$ cat src/rtl/instruction_fetch_queue.sv
// instruction_fetch_queue: IF stage that owns the PC, issues in-order fetches to
// instruction memory and buffers up to DEPTH {pc, instr} entries for decode.
//
// Optional feature macro: IFQ_BYPASS_EN. When it is defined, a response that
// fills the queue head is forwarded combinationally to the id_* outputs in the
// cycle it arrives. When it is undefined, id_* are driven only from stored
// entries.
//
// Handshake semantics: a transfer happens on a rising clk edge where valid and
// ready are both high. Valid never depends on ready on the same channel. The
// response channel has no ready: imem_rsp_valid is a one-cycle pulse carrying
// the oldest outstanding request's data.
module instruction_fetch_queue #(
    parameter int              XLEN     = 32,
    parameter int              ILEN     = 32,
    parameter int              DEPTH    = 4,
    parameter logic [XLEN-1:0] RESET_PC = '0,
    parameter int              PC_STEP  = 4
) (
    input  logic                     clk,
    input  logic                     reset,
    input  logic                     redirect,
    input  logic [XLEN-1:0]          redirect_addr,
    output logic                     imem_req_valid,
    input  logic                     imem_req_ready,
    output logic [XLEN-1:0]          imem_req_addr,
    input  logic                     imem_rsp_valid,
    input  logic [ILEN-1:0]          imem_rsp_data,
    output logic                     id_valid,
    input  logic                     id_ready,
    output logic [XLEN-1:0]          id_pc,
    output logic [ILEN-1:0]          id_instr,
    output logic [$clog2(DEPTH):0]   occupancy
);

    localparam int PW = $clog2(DEPTH);
    localparam int CW = PW + 1;
    // Stale responses can pile up across back-to-back redirects, so the
    // drop counter is sized well beyond DEPTH.
    localparam int DW = 16;

    logic [XLEN-1:0] pc;
    logic [XLEN-1:0] pc_mem    [DEPTH];
    logic [ILEN-1:0] instr_mem [DEPTH];
    logic [PW-1:0]   alloc_ptr;
    logic [PW-1:0]   fill_ptr;
    logic [PW-1:0]   rd_ptr;
    logic [CW-1:0]   occ_cnt;   // allocated entries (pending + filled)
    logic [CW-1:0]   pend_cnt;  // allocated entries still waiting for data
    logic [DW-1:0]   drop_cnt;  // in-flight responses that belong to a flushed stream

    logic req_fire;
    logic rsp_fill;
    logic rsp_drop;
    logic rsp_take;
    logic head_filled;
    logic bypass;
    logic pop;

    assign imem_req_valid = (occ_cnt < CW'(DEPTH)) && !redirect && !reset;
    assign imem_req_addr  = pc;
    assign req_fire       = imem_req_valid && imem_req_ready;

    // Entries are filled in allocation order, so the filled ones are always
    // the oldest; the head is filled whenever any entry is filled.
    assign head_filled = (occ_cnt != pend_cnt);
    assign rsp_fill    = imem_rsp_valid && (drop_cnt == '0) && (pend_cnt != '0);
    assign rsp_drop    = imem_rsp_valid && (drop_cnt != '0);
    // A response that is either dropped or fills an entry retires one
    // outstanding memory request; a response with nothing outstanding is ignored.
    assign rsp_take    = rsp_fill || rsp_drop;

`ifdef IFQ_BYPASS_EN
    assign bypass = rsp_fill && !head_filled;
`else
    assign bypass = 1'b0;
`endif

    assign id_valid  = head_filled || bypass;
    assign id_pc     = id_valid ? pc_mem[rd_ptr] : '0;
    assign id_instr  = bypass ? imem_rsp_data : (head_filled ? instr_mem[rd_ptr] : '0);
    assign pop       = id_valid && id_ready;
    assign occupancy = occ_cnt;

    // Entry storage: PC captured on request fire, instruction on response fill.
    always_ff @(posedge clk) begin
        if (!reset && !redirect) begin
            if (req_fire) begin
                pc_mem[alloc_ptr] <= pc;
            end
            if (rsp_fill && !(bypass && id_ready)) begin
                instr_mem[fill_ptr] <= imem_rsp_data;
            end
        end
    end

    // Control state: PC, pointers, counters; redirect flushes and reloads the PC.
    always_ff @(posedge clk) begin
        if (reset) begin
            pc        <= RESET_PC;
            alloc_ptr <= '0;
            fill_ptr  <= '0;
            rd_ptr    <= '0;
            occ_cnt   <= '0;
            pend_cnt  <= '0;
            drop_cnt  <= '0;
        end else if (redirect) begin
            pc        <= redirect_addr;
            alloc_ptr <= '0;
            fill_ptr  <= '0;
            rd_ptr    <= '0;
            occ_cnt   <= '0;
            pend_cnt  <= '0;
            // Every pending entry still has a response coming; the one that
            // arrives this very cycle is discarded now and needs no later drop.
            drop_cnt  <= drop_cnt + DW'(pend_cnt) - DW'(rsp_take);
        end else begin
            if (req_fire) begin
                alloc_ptr <= alloc_ptr + PW'(1);
                pc        <= pc + XLEN'(PC_STEP);
            end
            if (rsp_fill) begin
                fill_ptr <= fill_ptr + PW'(1);
            end
            if (rsp_drop) begin
                drop_cnt <= drop_cnt - DW'(1);
            end
            if (pop) begin
                rd_ptr <= rd_ptr + PW'(1);
            end
            occ_cnt  <= occ_cnt + CW'(req_fire) - CW'(pop);
            pend_cnt <= pend_cnt + CW'(req_fire) - CW'(rsp_fill);
        end
    end

endmodule
$ cat config.mk
export PLATFORM = sky130hd
export DESIGN_NAME = instruction_fetch_queue
export DESIGN_NICKNAME = d
export VERILOG_FILES = /design/src/rtl/instruction_fetch_queue.sv
export SDC_FILE = /design/constraint.sdc
export NUM_CORES = 1
export LEC_CHECK = 0
export BUFFER_PORTS_ARGS = -buffer_cell sky130_fd_sc_hd__buf_2
export CAP_MARGIN = 15
export CORE_MARGIN = 5
export CORE_UTILIZATION = 55
export DETAILED_ROUTE_END_ITERATION = 12
export GPL_TIMING_DRIVEN = 0
export PLACE_DENSITY_LB_ADDON = 0.05
export RECOVER_POWER = 25
export SKIP_CTS_REPAIR_TIMING = 1
export SLEW_MARGIN = 10
export SYNTH_ARGS = -nofsm -noshare
export SYNTH_HDL_FRONTEND = slang
export SYNTH_SLANG_ARGS = --single-unit
$ cat constraint.sdc
create_clock -name clk -period 5.27 [get_ports clk]
set_clock_uncertainty 0.15 [all_clocks]
set_input_delay 0.2635 -clock clk [delete_from_list [all_inputs] [get_ports clk]]
set_output_delay 0.2635 -clock clk [all_outputs]
set_load 0.005 [all_outputs]
==> summary by stage <==
Status
The run finished with clean final reports.

Worst setup path
The reg-to-reg setup timing slack is 0.57 ns. In this run the worst path has a maximum fanout of 8. STA classifies the critical path startpoint as a register. The required time reported for the critical path endpoint is roughly 5.5 ns. The worst reg2reg path endpoint is drop_cnt[13]$_SDFFE_PP0P_. The number of cells traversed by the worst register-to-register path is 14. The cell with the largest stage delay on the worst path is sky130_fd_sc_hd__o41ai_2.

The worst reg2reg path startpoint is drop_cnt[11]$_SDFFE_PP0P_. For the worst setup path, the data arrival time is approximately 5 ns. The worst setup path is of the register to register kind. The family of cells with the greatest summed delay on the critical path is compound AO/OA/AOI/OAI gates. The type of destination of the critical path is a register.

Walking the worst path, the cells encountered are inv_1 -> ha_1 -> nand4_1 -> o41ai_2 -> nand2_1 -> ha_1 -> inv_1 -> ha_1 -> a211o_1 -> o211ai_1 -> a21oi_1 -> a2111oi_2 -> mux2_2 -> a211oi_1. For this run, the slowest stage of the critical path takes 0.83 ns. In this design, the critical path's most frequently occurring cell is sky130_fd_sc_hd__ha_1. Together, buffers and inverters on the worst path number 2.

Worst hold path
The cell depth of the worst hold path is 4. The path type of the worst min-delay path is input port to register. The worst hold path begins at id_ready.

Final layout
The post-synthesis to final-layout area growth is 22.8%. Leaving out fill and tap cells, the most frequent cells in the layout are sky130_fd_sc_hd__edfxtp_1, sky130_fd_sc_hd__buf_2, sky130_fd_sc_hd__clkbuf_1. For this run, the post-layout net count is ~1,400. The commonest non-fill, non-tap cell in the layout is sky130_fd_sc_hd__edfxtp_1. The share of layout cells above drive strength 1 is 21.5%.

Floorplanning
The die covers just under 30,000 um^2. The width of the die is 171 um. The count of boundary I/O pins is 171.

Once the floorplan was initialized, standard cells occupied between 50% and 60% of the core. In this run the standard cell core region covers 25,800 um^2. The floorplan has 59 rows. From bottom edge to top edge, the die measures 171 um.

Clock tree
The number of H-tree levels is 2. The clock slew at the register clock pins of the worst setup and hold paths is 0.06 ns. The latest clock arrival within the worst-skew pair is 0.51 ns.

The maximum clock path buffer count is 3. In this run, CTS created clock tree buffers numbering 35. TritonCTS built the clock tree.

The CTS root buffer is sky130_fd_sc_hd__clkbuf_16. Counting every sink on the clock net gives 318.

Synthesis
In this run the mean area of a mapped cell was approximately 14 um^2. The post-synthesis cell count is 1,005. After synthesis the netlist holds a flip-flop and latch count of 318.

For this run, the number of Yosys warnings is 0. Yosys mapped a number of flops with a built-in enable equal to 256. Synthesis instantiated 64 different standard cells from the library. Counting flops with an async set or reset pin after synthesis yields a share of 0%. The prevailing post-synth register cell is sky130_fd_sc_hd__edfxtp_1. Sequential cells were found to cover between 60% and 70% of the synthesized design area. The post-synthesis net count is 1,128. In this run the cell area of the synthesized design comes to 14,200 um^2.

Power and ir drop
After layout, the design draws a total of approximately 6.9 mW. The cell area power density is 397 nW/um^2. The worst ir drop on vdd is 0.000347 V. The leakage power total is 6.35 nW.

Route
The detailed-route DRC error count is 0. The first routing iteration left 838 violations. For this run, the detailed router's first-pass iteration total came to 5. The number of nets still failing antenna checks after routing is 0. The routed design has about 34 mm of wire. Dividing the detail-routed via count by the number of cells gives 5.65. Dividing the detail-routed wire length by the instance count gives 20.6 um.

The final route contains around 9,300 vias.

Global routing
The global-route wire length before repair is 51.0 mm. Entering global routing, the biggest net connects 28 pins. The number of global-route vias before repair was around 9,000. For this run, the total global-route usage over all layers was measured as a little under a quarter.

The initial antenna violation count was 0. The total overflow left after global routing is 0.

Timing
The final worst-path cycle share is 89.3%. Derived from the worst setup path, the maximum achievable clock frequency is around 210 MHz. The final period demand of the worst path is 4.70 ns. The number of hold violations in the final report was 0.

The final max-slew violation count is 0. Measured against its own limit, the worst slew margin works out to between 30% and 40%. The total negative slack for setup checks is 0 ns.

Setup repair after global routing left no endpoint under its margin. Setup violations remaining at the end of the flow were counted as 0. For the pin with the worst max-slew slack, the measured transition is 0.909 ns.

Placement
The half-perimeter wire length after placement is around 22 mm. Input and output buffers added on the ports amount to between 150 and 200. The congestion estimate from routability-driven global placement came to 0.892.

Job
The number of max-capacitance violations reported is 0.
[cell usage after synthesis, types with 2 or more instances]
library cell / n / area share, %
sky130_fd_sc_hd__o21ai_0: 22 / 0.77
sky130_fd_sc_hd__edfxtp_1: 256 / 54
sky130_fd_sc_hd__and4_1: 5 / 0.31
sky130_fd_sc_hd__o21bai_1: 3 / 0.16
sky130_fd_sc_hd__or4_1: 2 / 0.11
sky130_fd_sc_hd__o311a_1: 2 / 0.14
sky130_fd_sc_hd__mux2i_1: 3 / 0.21
sky130_fd_sc_hd__dfxtp_1: 62 / 8.7
sky130_fd_sc_hd__nor3_1: 12 / 0.42
sky130_fd_sc_hd__nand2_1: 68 / 1.8
sky130_fd_sc_hd__o31ai_1: 3 / 0.16
sky130_fd_sc_hd__nand2b_1: 9 / 0.40
sky130_fd_sc_hd__and2_1: 13 / 0.57
sky130_fd_sc_hd__a22oi_1: 2 / 0.11
sky130_fd_sc_hd__nor2b_1: 70 / 3.1
sky130_fd_sc_hd__and3_1: 6 / 0.26
sky130_fd_sc_hd__a221oi_1: 10 / 0.61
sky130_fd_sc_hd__a31oi_1: 12 / 0.53
sky130_fd_sc_hd__fa_1: 3 / 0.42
sky130_fd_sc_hd__a311oi_1: 2 / 0.12
sky130_fd_sc_hd__a21oi_1: 40 / 1.4
sky130_fd_sc_hd__o211ai_1: 4 / 0.21
sky130_fd_sc_hd__mux2_2: 4 / 0.32
sky130_fd_sc_hd__nand4b_1: 2 / 0.12
sky130_fd_sc_hd__mux4_2: 64 / 10
sky130_fd_sc_hd__inv_1: 51 / 1.3
sky130_fd_sc_hd__a211oi_1: 11 / 0.58
sky130_fd_sc_hd__xnor2_1: 26 / 1.6
sky130_fd_sc_hd__clkbuf_1: 32 / 0.84
sky130_fd_sc_hd__o311ai_0: 2 / 0.12
sky130_fd_sc_hd__nand3_1: 11 / 0.39
sky130_fd_sc_hd__xor2_1: 7 / 0.43
sky130_fd_sc_hd__buf_1: 9 / 0.24
sky130_fd_sc_hd__ha_1: 50 / 4.4
sky130_fd_sc_hd__nand4_1: 17 / 0.75
sky130_fd_sc_hd__nor2_1: 71 / 1.9
sky130_fd_sc_hd__nor4_1: 9 / 0.40
sky130_fd_sc_hd__a21o_1: 3 / 0.16
sky130_fd_sc_hd__a32oi_1: 2 / 0.12
[registers in the layout, indices dropped and copies added, names as in the netlist, named ones only]
signal and flops:
alloc_ptr 2, drop_cnt 16, instr_mem 128, pc_mem 128, pend_cnt 3, rd_ptr 2, occupancy 3, fill_ptr 2
imem_req_addr 32
[area by class of cell]
type                       instances  area, um^2
clock buffer                      48         966
multi-input combinational        592        4970
clock inverter                    16         205
buffer                            42         165
sequential                       318        8930
timing repair buffer             244        1650
antenna                            1        2.50
fill                            1879        8270
inverter                          53         199
tap                              335         419
[tightest hold or removal path, cell delays in order]
cell	delay (ns)
sky130_fd_sc_hd__buf_2	0.09
sky130_fd_sc_hd__nor2b_1	0.15
sky130_fd_sc_hd__xnor2_1	0.14
sky130_fd_sc_hd__nor2_1	0.08
[worst max path at each step]
stage                              start                        end  cells after the start
2_1_floorplan   drop_cnt[9]$_SDFFE_PP0P_  drop_cnt[13]$_SDFFE_PP0P_                     14
3_3_place_gp    drop_cnt[9]$_SDFFE_PP0P_  drop_cnt[13]$_SDFFE_PP0P_                     14
3_5_place_dp   drop_cnt[10]$_SDFFE_PP0P_  drop_cnt[13]$_SDFFE_PP0P_                     14
4_1_cts        drop_cnt[11]$_SDFFE_PP0P_  drop_cnt[13]$_SDFFE_PP0P_                     14
5_1_grt         drop_cnt[8]$_SDFFE_PP0P_  drop_cnt[13]$_SDFFE_PP0P_                     14
6_report       drop_cnt[11]$_SDFFE_PP0P_  drop_cnt[13]$_SDFFE_PP0P_                     14
[power breakdown]
group	internal [mW]	leakage, nW	switching [mW]
sequential	2.79	2.87	0.0841
combinational	0.689	2.91	0.917
clock	1.49	0.565	0.972
total	4.97	6.35	1.97
[stage by stage]
stage | cell area (um^2) | util (%) | hold slack [ns] | setup slack [ns] | std cells
global route | 17500 | 67.9 | 0.110 | 0.160 | 1648
finish | 17500 | 67.9 | 0.103 | 0.566 | 1649
global placement | 15500 | 60.2 | 0.316 | 0.336 | 1509
detailed placement | 15700 | 60.9 | 0.331 | 0.274 | 1517
CTS | 16900 | 65.5 | -0.201 | 0.252 | 1581
floorplan | 14200 | - | 0.212 | 1.30 | 1005
[cell families after synthesis]
family          share of synthesized area, %
flops                                   62.7
simple gates                            11.0
compound gates                          6.16
buf+inv                                 2.56
mux                                     10.7
fa+ha+maj                               4.81
xor+xnor                                2.03
[per-layer routing]
layer	global-route usage, %	wire (um)	up-vias
li1	-	-	4369
met1	32.5	14700	4609
met2	35.7	16500	279
met3	3.72	2000	65
met4	7.30	889	0
met5	0	0	-
Power figures use the tool's default switching activity.
